==> src/rtl/pipe_hazard_ctrl_pkg.sv <==
// Shared definitions for the pipeline hazard controller: FSM states,
// forwarding-select encodings and the hardwired-zero register.
package pipe_hazard_ctrl_pkg;

  typedef enum logic [1:0] {
    ST_RUN      = 2'd0,
    ST_LU_STALL = 2'd1,
    ST_MEM_WAIT = 2'd2,
    ST_ERROR    = 2'd3
  } state_e;

  localparam logic [1:0] FWD_RF    = 2'b00;
  localparam logic [1:0] FWD_MEMWB = 2'b01;
  localparam logic [1:0] FWD_EXMEM = 2'b10;

  localparam logic [4:0] REG_ZERO = 5'd0;

  // A producer writing dst collides with a consumer actually reading src.
  function automatic logic src_hit(input logic [4:0] src, input logic use_src,
                                   input logic [4:0] dst, input logic wr);
    return use_src && wr && (src == dst) && (dst != REG_ZERO);
  endfunction

endpackage

==> src/rtl/pipe_hazard_ctrl_fwd.sv <==
// Per-operand ALU forwarding select; the youngest producer (EX/MEM) wins.
// Built only when HAZARD_FWD_EN is defined.
`ifdef HAZARD_FWD_EN
module fwd_unit
  import pipe_hazard_ctrl_pkg::*;
(
  input  logic [4:0] src_i,
  input  logic [4:0] exmem_rd_i,
  input  logic       exmem_regwr_i,
  input  logic [4:0] memwb_rd_i,
  input  logic       memwb_regwr_i,
  output logic [1:0] fwd_sel_o
);

  always_comb begin
    fwd_sel_o = FWD_RF;
    if (src_i != REG_ZERO) begin
      if (exmem_regwr_i && (exmem_rd_i == src_i))      fwd_sel_o = FWD_EXMEM;
      else if (memwb_regwr_i && (memwb_rd_i == src_i)) fwd_sel_o = FWD_MEMWB;
    end
  end

endmodule
`endif

==> src/rtl/pipe_hazard_ctrl.sv <==
// Five-stage pipeline sequencing: stage enables/flushes, forwarding selects
// and data-memory request. Optional forwarding path under HAZARD_FWD_EN.
module pipe_hazard_ctrl
  import pipe_hazard_ctrl_pkg::*;
#(
  parameter int MEM_TIMEOUT = 15,
  parameter int CNT_W       = 16
) (
  input  logic             clk,
  input  logic             rst,
  input  logic [4:0]       id_rs,
  input  logic [4:0]       id_rt,
  input  logic             id_use_rs,
  input  logic             id_use_rt,
  input  logic [4:0]       ex_rs,
  input  logic [4:0]       ex_rt,
  input  logic [4:0]       idex_rd,
  input  logic             idex_regwr,
  input  logic             idex_memrd,
  input  logic [4:0]       exmem_rd,
  input  logic             exmem_regwr,
  input  logic             exmem_memacc,
  input  logic [4:0]       memwb_rd,
  input  logic             memwb_regwr,
  input  logic             branch_taken,
  input  logic             mem_ack,
  output logic             pc_en,
  output logic             ifid_en,
  output logic             idex_en,
  output logic             exmem_en,
  output logic             memwb_en,
  output logic             ifid_flush,
  output logic             idex_flush,
  output logic             memwb_flush,
  output logic [1:0]       fwd_a,
  output logic [1:0]       fwd_b,
  output logic             mem_req,
  output logic             err,
  output logic [CNT_W-1:0] stall_cnt
);

  localparam int TMO_W = $clog2(MEM_TIMEOUT + 1);

  state_e             state_q, state_d;
  logic [TMO_W-1:0]   tmo_q, tmo_d;
  logic               err_q, err_d;
  logic [CNT_W-1:0]   stall_cnt_q;
  logic               haz, mem_hold, stall_inc;
  logic [1:0][1:0]    fwd_sel;

`ifdef HAZARD_FWD_EN
  logic [1:0][4:0] ex_src;
  logic            unused_regwr;

  assign ex_src       = {ex_rt, ex_rs};
  assign unused_regwr = idex_regwr;

  for (genvar g = 0; g < 2; g++) begin : g_fwd
    fwd_unit u_fwd (
      .src_i         (ex_src[g]),
      .exmem_rd_i    (exmem_rd),
      .exmem_regwr_i (exmem_regwr),
      .memwb_rd_i    (memwb_rd),
      .memwb_regwr_i (memwb_regwr),
      .fwd_sel_o     (fwd_sel[g])
    );
  end

  // Only a load in EX needs a bubble; everything else is forwarded.
  assign haz = src_hit(id_rs, id_use_rs, idex_rd, idex_memrd)
             | src_hit(id_rt, id_use_rt, idex_rd, idex_memrd);
`else
  logic unused_ex_src;

  assign unused_ex_src = ^{ex_rs, ex_rt};
  assign fwd_sel       = '0;

  // Without forwarding, ID waits until no in-flight producer matches.
  assign haz = src_hit(id_rs, id_use_rs, idex_rd,  idex_regwr)
             | src_hit(id_rt, id_use_rt, idex_rd,  idex_regwr)
             | src_hit(id_rs, id_use_rs, exmem_rd, exmem_regwr)
             | src_hit(id_rt, id_use_rt, exmem_rd, exmem_regwr)
             | src_hit(id_rs, id_use_rs, memwb_rd, memwb_regwr)
             | src_hit(id_rt, id_use_rt, memwb_rd, memwb_regwr);
`endif

  // Inside MEM_WAIT the access is already outstanding, so only the ack matters.
  assign mem_hold = (state_q == ST_MEM_WAIT) ? !mem_ack : (exmem_memacc && !mem_ack);

  always_comb begin
    state_d     = state_q;
    tmo_d       = tmo_q;
    err_d       = err_q;
    pc_en       = 1'b1;
    ifid_en     = 1'b1;
    idex_en     = 1'b1;
    exmem_en    = 1'b1;
    memwb_en    = 1'b1;
    ifid_flush  = 1'b0;
    idex_flush  = 1'b0;
    memwb_flush = 1'b0;
    mem_req     = exmem_memacc;
    fwd_a       = fwd_sel[0];
    fwd_b       = fwd_sel[1];
    case (state_q)
      ST_ERROR: begin
        pc_en    = 1'b0;
        ifid_en  = 1'b0;
        idex_en  = 1'b0;
        exmem_en = 1'b0;
        memwb_en = 1'b0;
        mem_req  = 1'b0;
      end
      default: begin
        if (state_q == ST_MEM_WAIT) mem_req = 1'b1;
        if (mem_hold) begin
          pc_en       = 1'b0;
          ifid_en     = 1'b0;
          idex_en     = 1'b0;
          exmem_en    = 1'b0;
          memwb_flush = 1'b1;
          mem_req     = 1'b1;
          if (state_q != ST_MEM_WAIT) begin
            state_d = ST_MEM_WAIT;
            tmo_d   = '0;
          end else begin
            tmo_d = tmo_q + 1'b1;
            if (tmo_d == TMO_W'(MEM_TIMEOUT)) begin
              state_d = ST_ERROR;
              err_d   = 1'b1;
            end
          end
        end else if (state_q == ST_LU_STALL) begin
          state_d = ST_RUN;
        end else begin
          state_d = ST_RUN;
          if (branch_taken) begin
            ifid_flush = 1'b1;
            idex_flush = 1'b1;
          end else if (haz) begin
            pc_en      = 1'b0;
            ifid_en    = 1'b0;
            idex_flush = 1'b1;
`ifdef HAZARD_FWD_EN
            state_d    = ST_LU_STALL;
`endif
          end
        end
      end
    endcase
    if (!rst) begin
      pc_en       = 1'b1;
      ifid_en     = 1'b1;
      idex_en     = 1'b1;
      exmem_en    = 1'b1;
      memwb_en    = 1'b1;
      ifid_flush  = 1'b0;
      idex_flush  = 1'b0;
      memwb_flush = 1'b0;
      mem_req     = 1'b0;
      fwd_a       = FWD_RF;
      fwd_b       = FWD_RF;
    end
  end

  assign stall_inc = !pc_en && (state_q != ST_ERROR) && (stall_cnt_q != {CNT_W{1'b1}});

  always_ff @(posedge clk) begin
    if (!rst) begin
      state_q     <= ST_RUN;
      tmo_q       <= '0;
      err_q       <= 1'b0;
      stall_cnt_q <= '0;
    end else begin
      state_q <= state_d;
      tmo_q   <= tmo_d;
      err_q   <= err_d;
      if (stall_inc) stall_cnt_q <= stall_cnt_q + 1'b1;
    end
  end

  assign err       = err_q;
  assign stall_cnt = stall_cnt_q;

endmodule

==> config.mk <==
export PLATFORM = sky130hd
export DESIGN_NAME = pipe_hazard_ctrl
export DESIGN_NICKNAME = d
export VERILOG_FILES = /design/src/rtl/pipe_hazard_ctrl_pkg.sv /design/src/rtl/pipe_hazard_ctrl_fwd.sv /design/src/rtl/pipe_hazard_ctrl.sv
export SDC_FILE = /design/constraint.sdc
export NUM_CORES = 1
export LEC_CHECK = 0
export BUFFER_PORTS_ARGS = -buffer_cell sky130_fd_sc_hd__buf_4
export CORE_ASPECT_RATIO = 1.5
export CORE_UTILIZATION = 25
export CTS_BUF_LIST = sky130_fd_sc_hd__clkbuf_8
export CTS_CLUSTER_DIAMETER = 80
export DETAILED_ROUTE_END_ITERATION = 16
export PLACE_DENSITY = 0.46
export SLEW_MARGIN = 30
export SYNTH_ARGS = -nofsm -noshare
export SYNTH_HDL_FRONTEND = slang
export SYNTH_SLANG_ARGS = --single-unit
export TNS_END_PERCENT = 5
==> constraint.sdc <==
create_clock -name clk -period 2.1 [get_ports clk]
set_input_delay 0.315 -clock clk [delete_from_list [all_inputs] [get_ports clk]]
set_output_delay 0.315 -clock clk [all_outputs]
set_load 0.05 [all_outputs]
### Yosys cells after proc, flatten, opt, wreduce, memory -nomap -nowiden

Cells that the tools add are included.

| operators by class | value |
|---|---|
| add/sub/neg operators | 2 |
| eq/ne operators | 14 |
| mux-type cells | 34 |
| bitwise gates (word level) | 7 |
| reductions and logical operators | 29 |

Operators by type and width:

| cell | count |
|---|---|
| $eq A5 B5 Y1 | 6 |
| $mux W1 | 30 |
| $logic_and A1 B1 Y1 | 21 |
| $add A16 B1 Y16 const B | 1 |
| $ne A16 B16 Y1 const B | 1 |
| $reduce_bool A5 Y1 | 3 |
| $mux W2 | 3 |
| $or A1 B1 Y1 | 5 |
| $add A4 B1 Y4 const B | 1 |
| $eq A2 B2 Y1 const B | 2 |
| $eq A4 B4 Y1 const B | 1 |
| $mux W4 | 1 |
| $ne A2 B2 Y1 const B | 2 |
| $reduce_and A2 Y1 | 2 |
| $reduce_and A4 Y1 | 1 |
| $ne A3 B1 Y1 const B | 1 |
| $eq A2 B1 Y1 const B | 1 |
| $logic_not A1 Y1 | 2 |
| $not A1 Y1 | 2 |

| word-level totals | value |
|---|---|
| flip-flop bits (word level) | 23 |
| output and inout bits | 30 |
| logic and storage cells | 90 |

### Depth between registers and ports, before layout

| logic depth | value |
|---|---|
| word-level depth | 17 |
| depth in mapped cells | 9 |
| depth with buffers taken out | 7 |

### Worst setup path after synthesis

OpenSTA, ideal clock, no wires.

| timing path | value |
|---|---|
| path type | input -> output |
| from | input idex_rd[0] |
| to | output pc_en |
| arrival | 2,449 ps |
| setup slack | -664 ps |
| cell stages on the path | 6 |
| buffers on the path | 1 |
| cells stage by stage | or4_1 o21a_1 a32oi_4 nand2_1 a21oi_1 buf_4 |

| between the ends | value |
|---|---|
| word-level cells in the longest chain between the ends | 14 |
| elaborated cells between the ends (all ways) | 18 |
| those cells by class | 2 x eq/ne; 6 x mux; 5 x bitwise; 5 x reduce/logical |

RTL lines:

| element | line | RTL |
|---|---|---|
| start, declared | pipe_hazard_ctrl.sv:17 | `input logic [4:0] idex_rd,` |
| $eq A5 B5 Y1 | pipe_hazard_ctrl_pkg.sv:21 | `return use_src && wr && (src == dst) && (dst != REG_ZERO);` |
| $logic_and A1 B1 Y1 (2 in series) | pipe_hazard_ctrl_pkg.sv:21 |  |
| $or A1 B1 Y1 * | pipe_hazard_ctrl.sv:80 | `\| src_hit(id_rt, id_use_rt, idex_rd, idex_regwr)` |
| $or A1 B1 Y1 * | pipe_hazard_ctrl.sv:81 | `\| src_hit(id_rs, id_use_rs, exmem_rd, exmem_regwr)` |
| $or A1 B1 Y1 * | pipe_hazard_ctrl.sv:82 | `\| src_hit(id_rt, id_use_rt, exmem_rd, exmem_regwr)` |
| $or A1 B1 Y1 * | pipe_hazard_ctrl.sv:83 | `\| src_hit(id_rs, id_use_rs, memwb_rd, memwb_regwr)` |
| $or A1 B1 Y1 * | pipe_hazard_ctrl.sv:84 | `\| src_hit(id_rt, id_use_rt, memwb_rd, memwb_regwr);` |
| $mux W1 * (6 in series) | - |  |
| end, declared | pipe_hazard_ctrl.sv:27 | `output logic pc_en,` |

Every way passes the cells marked *; elsewhere a longest branch is shown, timed or not.

### Final worst setup path

| timing path | value |
|---|---|
| from | input idex_rd[1] |
| to | output ifid_en |

| between the ends | value |
|---|---|
| word-level cells in the longest chain between the ends | 14 |
| elaborated cells between the ends (all ways) | 18 |
| those cells by class | 2 x eq/ne; 6 x mux; 5 x bitwise; 5 x reduce/logical |

RTL lines:

| element | line | RTL |
|---|---|---|
| $eq A5 B5 Y1 | pipe_hazard_ctrl_pkg.sv:21 |  |
| $logic_and A1 B1 Y1 (2 in series) | pipe_hazard_ctrl_pkg.sv:21 |  |
| $or A1 B1 Y1 * | pipe_hazard_ctrl.sv:80 |  |
| $or A1 B1 Y1 * | pipe_hazard_ctrl.sv:81 |  |
| $or A1 B1 Y1 * | pipe_hazard_ctrl.sv:82 |  |
| $or A1 B1 Y1 * | pipe_hazard_ctrl.sv:83 |  |
| $or A1 B1 Y1 * | pipe_hazard_ctrl.sv:84 |  |
| $mux W1 * | pipe_hazard_ctrl.sv:140 | `end else if (haz) begin` |
| $mux W1 * | pipe_hazard_ctrl.sv:137 | `if (branch_taken) begin` |
| $mux W1 * | pipe_hazard_ctrl.sv:133 | `end else if (state_q == ST_LU_STALL) begin` |
| $mux W1 * | pipe_hazard_ctrl.sv:116 | `if (mem_hold) begin` |
| $mux W1 * | pipe_hazard_ctrl.sv:105 | `case (state_q)` |
| $mux W1 * | pipe_hazard_ctrl.sv:151 | `if (!rst) begin` |
| end, declared | pipe_hazard_ctrl.sv:28 | `output logic ifid_en,` |

Marked as above.

==> out/qor.yml <==
worst_setup_path:
  cp-start-kind: "input pin"
  crit_arrival_ns: 1.82
  r2r-end: "stall_cnt[6]"
  timing_worst_setup_path_type: "input pin to primary output"
  required_ns: 1.78
  worst-r2r-setup-slack_ns: 0.15
  critPathMaxFanout: 3
  reg2reg_depth: 7
  crit_path_end_kind: "primary output"
  r2r_start: "stall_cnt[0]"
worst_hold_path:
  min_to: "err"
  whs_path_depth: 2
  hold_start: "err"
  min_path_type: "register to register"
timing:
  setup-tns-final_ns: -0.06526
  finalCritPeriodShare_pct: 101.6
  whs_ns: 0.4793
  slew_viol_final: 0
  period_needed_ns: 2.133
  hold_viol: 0
  fmax_ghz: 0.4689
  skew_ns: 0.005545
  grt_setup_unrepaired: "yes"
  setup_violations: 2
  setup_ws_ns: -0.03269
power:
  intPower_uw: 707.0
  ir_drop_mv: 0.2828
  p_sw_share_pct: 30.35
  leakage_uw: 0.001096
  p_switching_uw: 308.1
  clkPwrFrac_pct: 26.4
  pwr-share-seq_pct: 43.5
  p_comb_share_pct: 30.1
  power.density_nw_per_um2: 413.3
routing:
  num_vias: 1701
  wl_per_cell_um: 13.47
  drt_first_iter_violations: 28
  drtPass1Iterations: 4
  drt-total-wl_um: 4877
  ant_nets: 0
  drc: 0
  viasPerCell: 4.699
place:
  port_buffers: 60
  hpwl_um: 3922
  post-place-ws_ns: -0.1847
  globalplace.congestion: 0.7750
  dp_cells: 355
clock_network:
  clk_pin_slew_ns: 0.08
  clkLatencyLatePin_ns: 0.26
  cts_sinks: 23
  cts_buffers: 3
  cts_htree_levels: 1
  cts_tree: "yes"
  clock_path_buffers: 2
  cts-root-buf: "clkbuf_8"
global_routing:
  overflow: 0
  grt_max_degree: 26
  track_usage_pct: 13.68
  antenna_found_initial: 0
  grt_pass1_vias: 1691
  grt_pass1_wl_um: 7845
finish:
  syn_to_final_growth_pct: 43.08
  drive_above_1_share_pct: 34.97
  stdcell_count: 362
  num_antenna_cells: 0
  final_nets: 336
  final_common_cell: "buf_4"
  layout_common_cells: "buf_4 (78), xnor2_1 (31), nand2_1 (27)"
  fillers: 704
die:
  start_util_pct: 26.10
  rows: 36
  ios: 76
  die_y_um: 103.5
  coreArea_um2: 6576
  fp.dieW_um: 69.66
  die-area_um2: 7209
synth:
  synth_cells: 207
  yosysSeqAreaShare_pct: 26.82
  ys_warn_count: 0
  synthTopCellsByArea: "dfxtp_1 (27%), xnor2_1 (16%), mux2i_1 (7.0%), nand2_1 (6.1%), nand4_1 (4.4%)"
  yosys_register_bits: 23
  synth_area_per_cell_um2: 8.293
  synth_compound_area_share_pct: 12.24
  synth_top_family_by_area: "simple AND/OR/NAND/NOR gates"
  synth_largest_area_cell: "dfxtp_1"
  synthXorXnorAreaFrac_pct: 16.84
  syn_area_um2: 1717
  synth_top_cell_area_share_pct: 26.82
  synth-simple-area-share_pct: 28.57
  ys_types: 38
  muxShareOfSynthArea_pct: 6.997
  synth_fa_ha_area_share_pct: 2.187
outcome:
  violations: "setup timing"
  outcome: "finished with violations"
job:
  maxCapViolCount: 0
-- per-stage QoR --
step	power, uW	instance area (um^2)	utilization (%)
after detailed placement	747.9	2355	35.81
after global routing	1064	2456	37.35
after floorplan	630.8	1745	-
after global placement	746.1	2355	35.81
after CTS	1024	2434	37.01
final	1015	2456	37.35
-- cell families (layout without fill, tap and decap cells) --
kind of cell / Yosys count / in the layout
AND/OR/NAND/NOR: 89 / 89
XOR/XNOR: 33 / 33
AO/OA/AOI/OAI: 29 / 29
flip-flops: 23 / 23
buffers and inverters: 17 / 93
multiplexers: 12 / 12
adder cells (fa/ha/maj): 3 / 3
other: 1 / 4
-- per-layer routing --
metal,up-vias,global-route usage (%),routed length (um)
met5,-,0,0
met4,0,4.154,55
met3,5,2.713,334
met2,60,26.21,2465
met1,766,15.28,2022
li1,870,-,-
-- worst max path at each step --
stage                           from       endpoint  slack, ns  cells past startpoint
after floorplan           idex_rd[0]          pc_en      -0.12                      6
after global routing      idex_rd[1]        ifid_en      -0.07                      7
final                     idex_rd[1]        ifid_en      -0.03                      7
after global placement    idex_rd[0]   stall_cnt[6]      -0.18                      9
after detailed placement  idex_rd[1]  stall_cnt[15]      -0.18                      8
after CTS                 idex_rd[3]          pc_en      -0.05                      7
-- state kept, by name, indices dropped and copies added, names as in the netlist --
register	cells
tmo_q	4
state_q	2
err	1
stall_cnt	16
-- power by group through the flow --
stage	clock, uW	combinational, uW	sequential [uW]
after floorplan	0	173	458
after global placement	0	294	452
after detailed placement	0	296	452
after CTS	279	304	442
after global routing	293	329	442
final	268	305	442
-- repair_timing --
item,4_1_cts,5_1_grt
endpoints found under the setup margin,11,3
hold buffers,0,0
setup buffers,1,2
pin swaps,5,5
resized for setup,6,2
-- final cells by class --
| class | count | area (um^2) | area share [%] |
|---|---|---|---|
| Timing Repair Buffer | 83 | 645.6 | 26.29 |
| Clock buffer | 3 | 41.29 | 1.681 |
| Sequential cell | 23 | 460.4 | 18.75 |
| Inverter | 6 | 22.52 | 0.9170 |
| Multi-Input combinational cell | 170 | 1187 | 48.34 |
| Tap cell | 76 | 95.09 | 3.872 |
| Clock inverter | 1 | 3.754 | 0.1528 |
-- critical path: stages --
cell and delay [ns]:
buf_8 0.10, or4_4 0.51, o21a_1 0.22, a32oi_4 0.18, nand2_2 0.11, a21oi_4 0.20, buf_6 0.18
-- cell usage after synthesis, drive strengths merged --
cell and count:
mux2i 12, or4 2, a41oi 1, nand2 28
nand4b 1, or3b 1, xor2 2, and3 5
o21ai 6, a21o 1, a211oi 2, conb 1
nor3 2, dfxtp 23, o22ai 3, a21oi 11
and2 4, nand3 7, or3 1, nor2 10
clkbuf 3, nand4 12, ha 3, o21a 4
and4 5, buf 8, xnor2 31, inv 6
nand2b 11, a32oi 1
No activity file was read; power rests on OpenSTA's default activity.
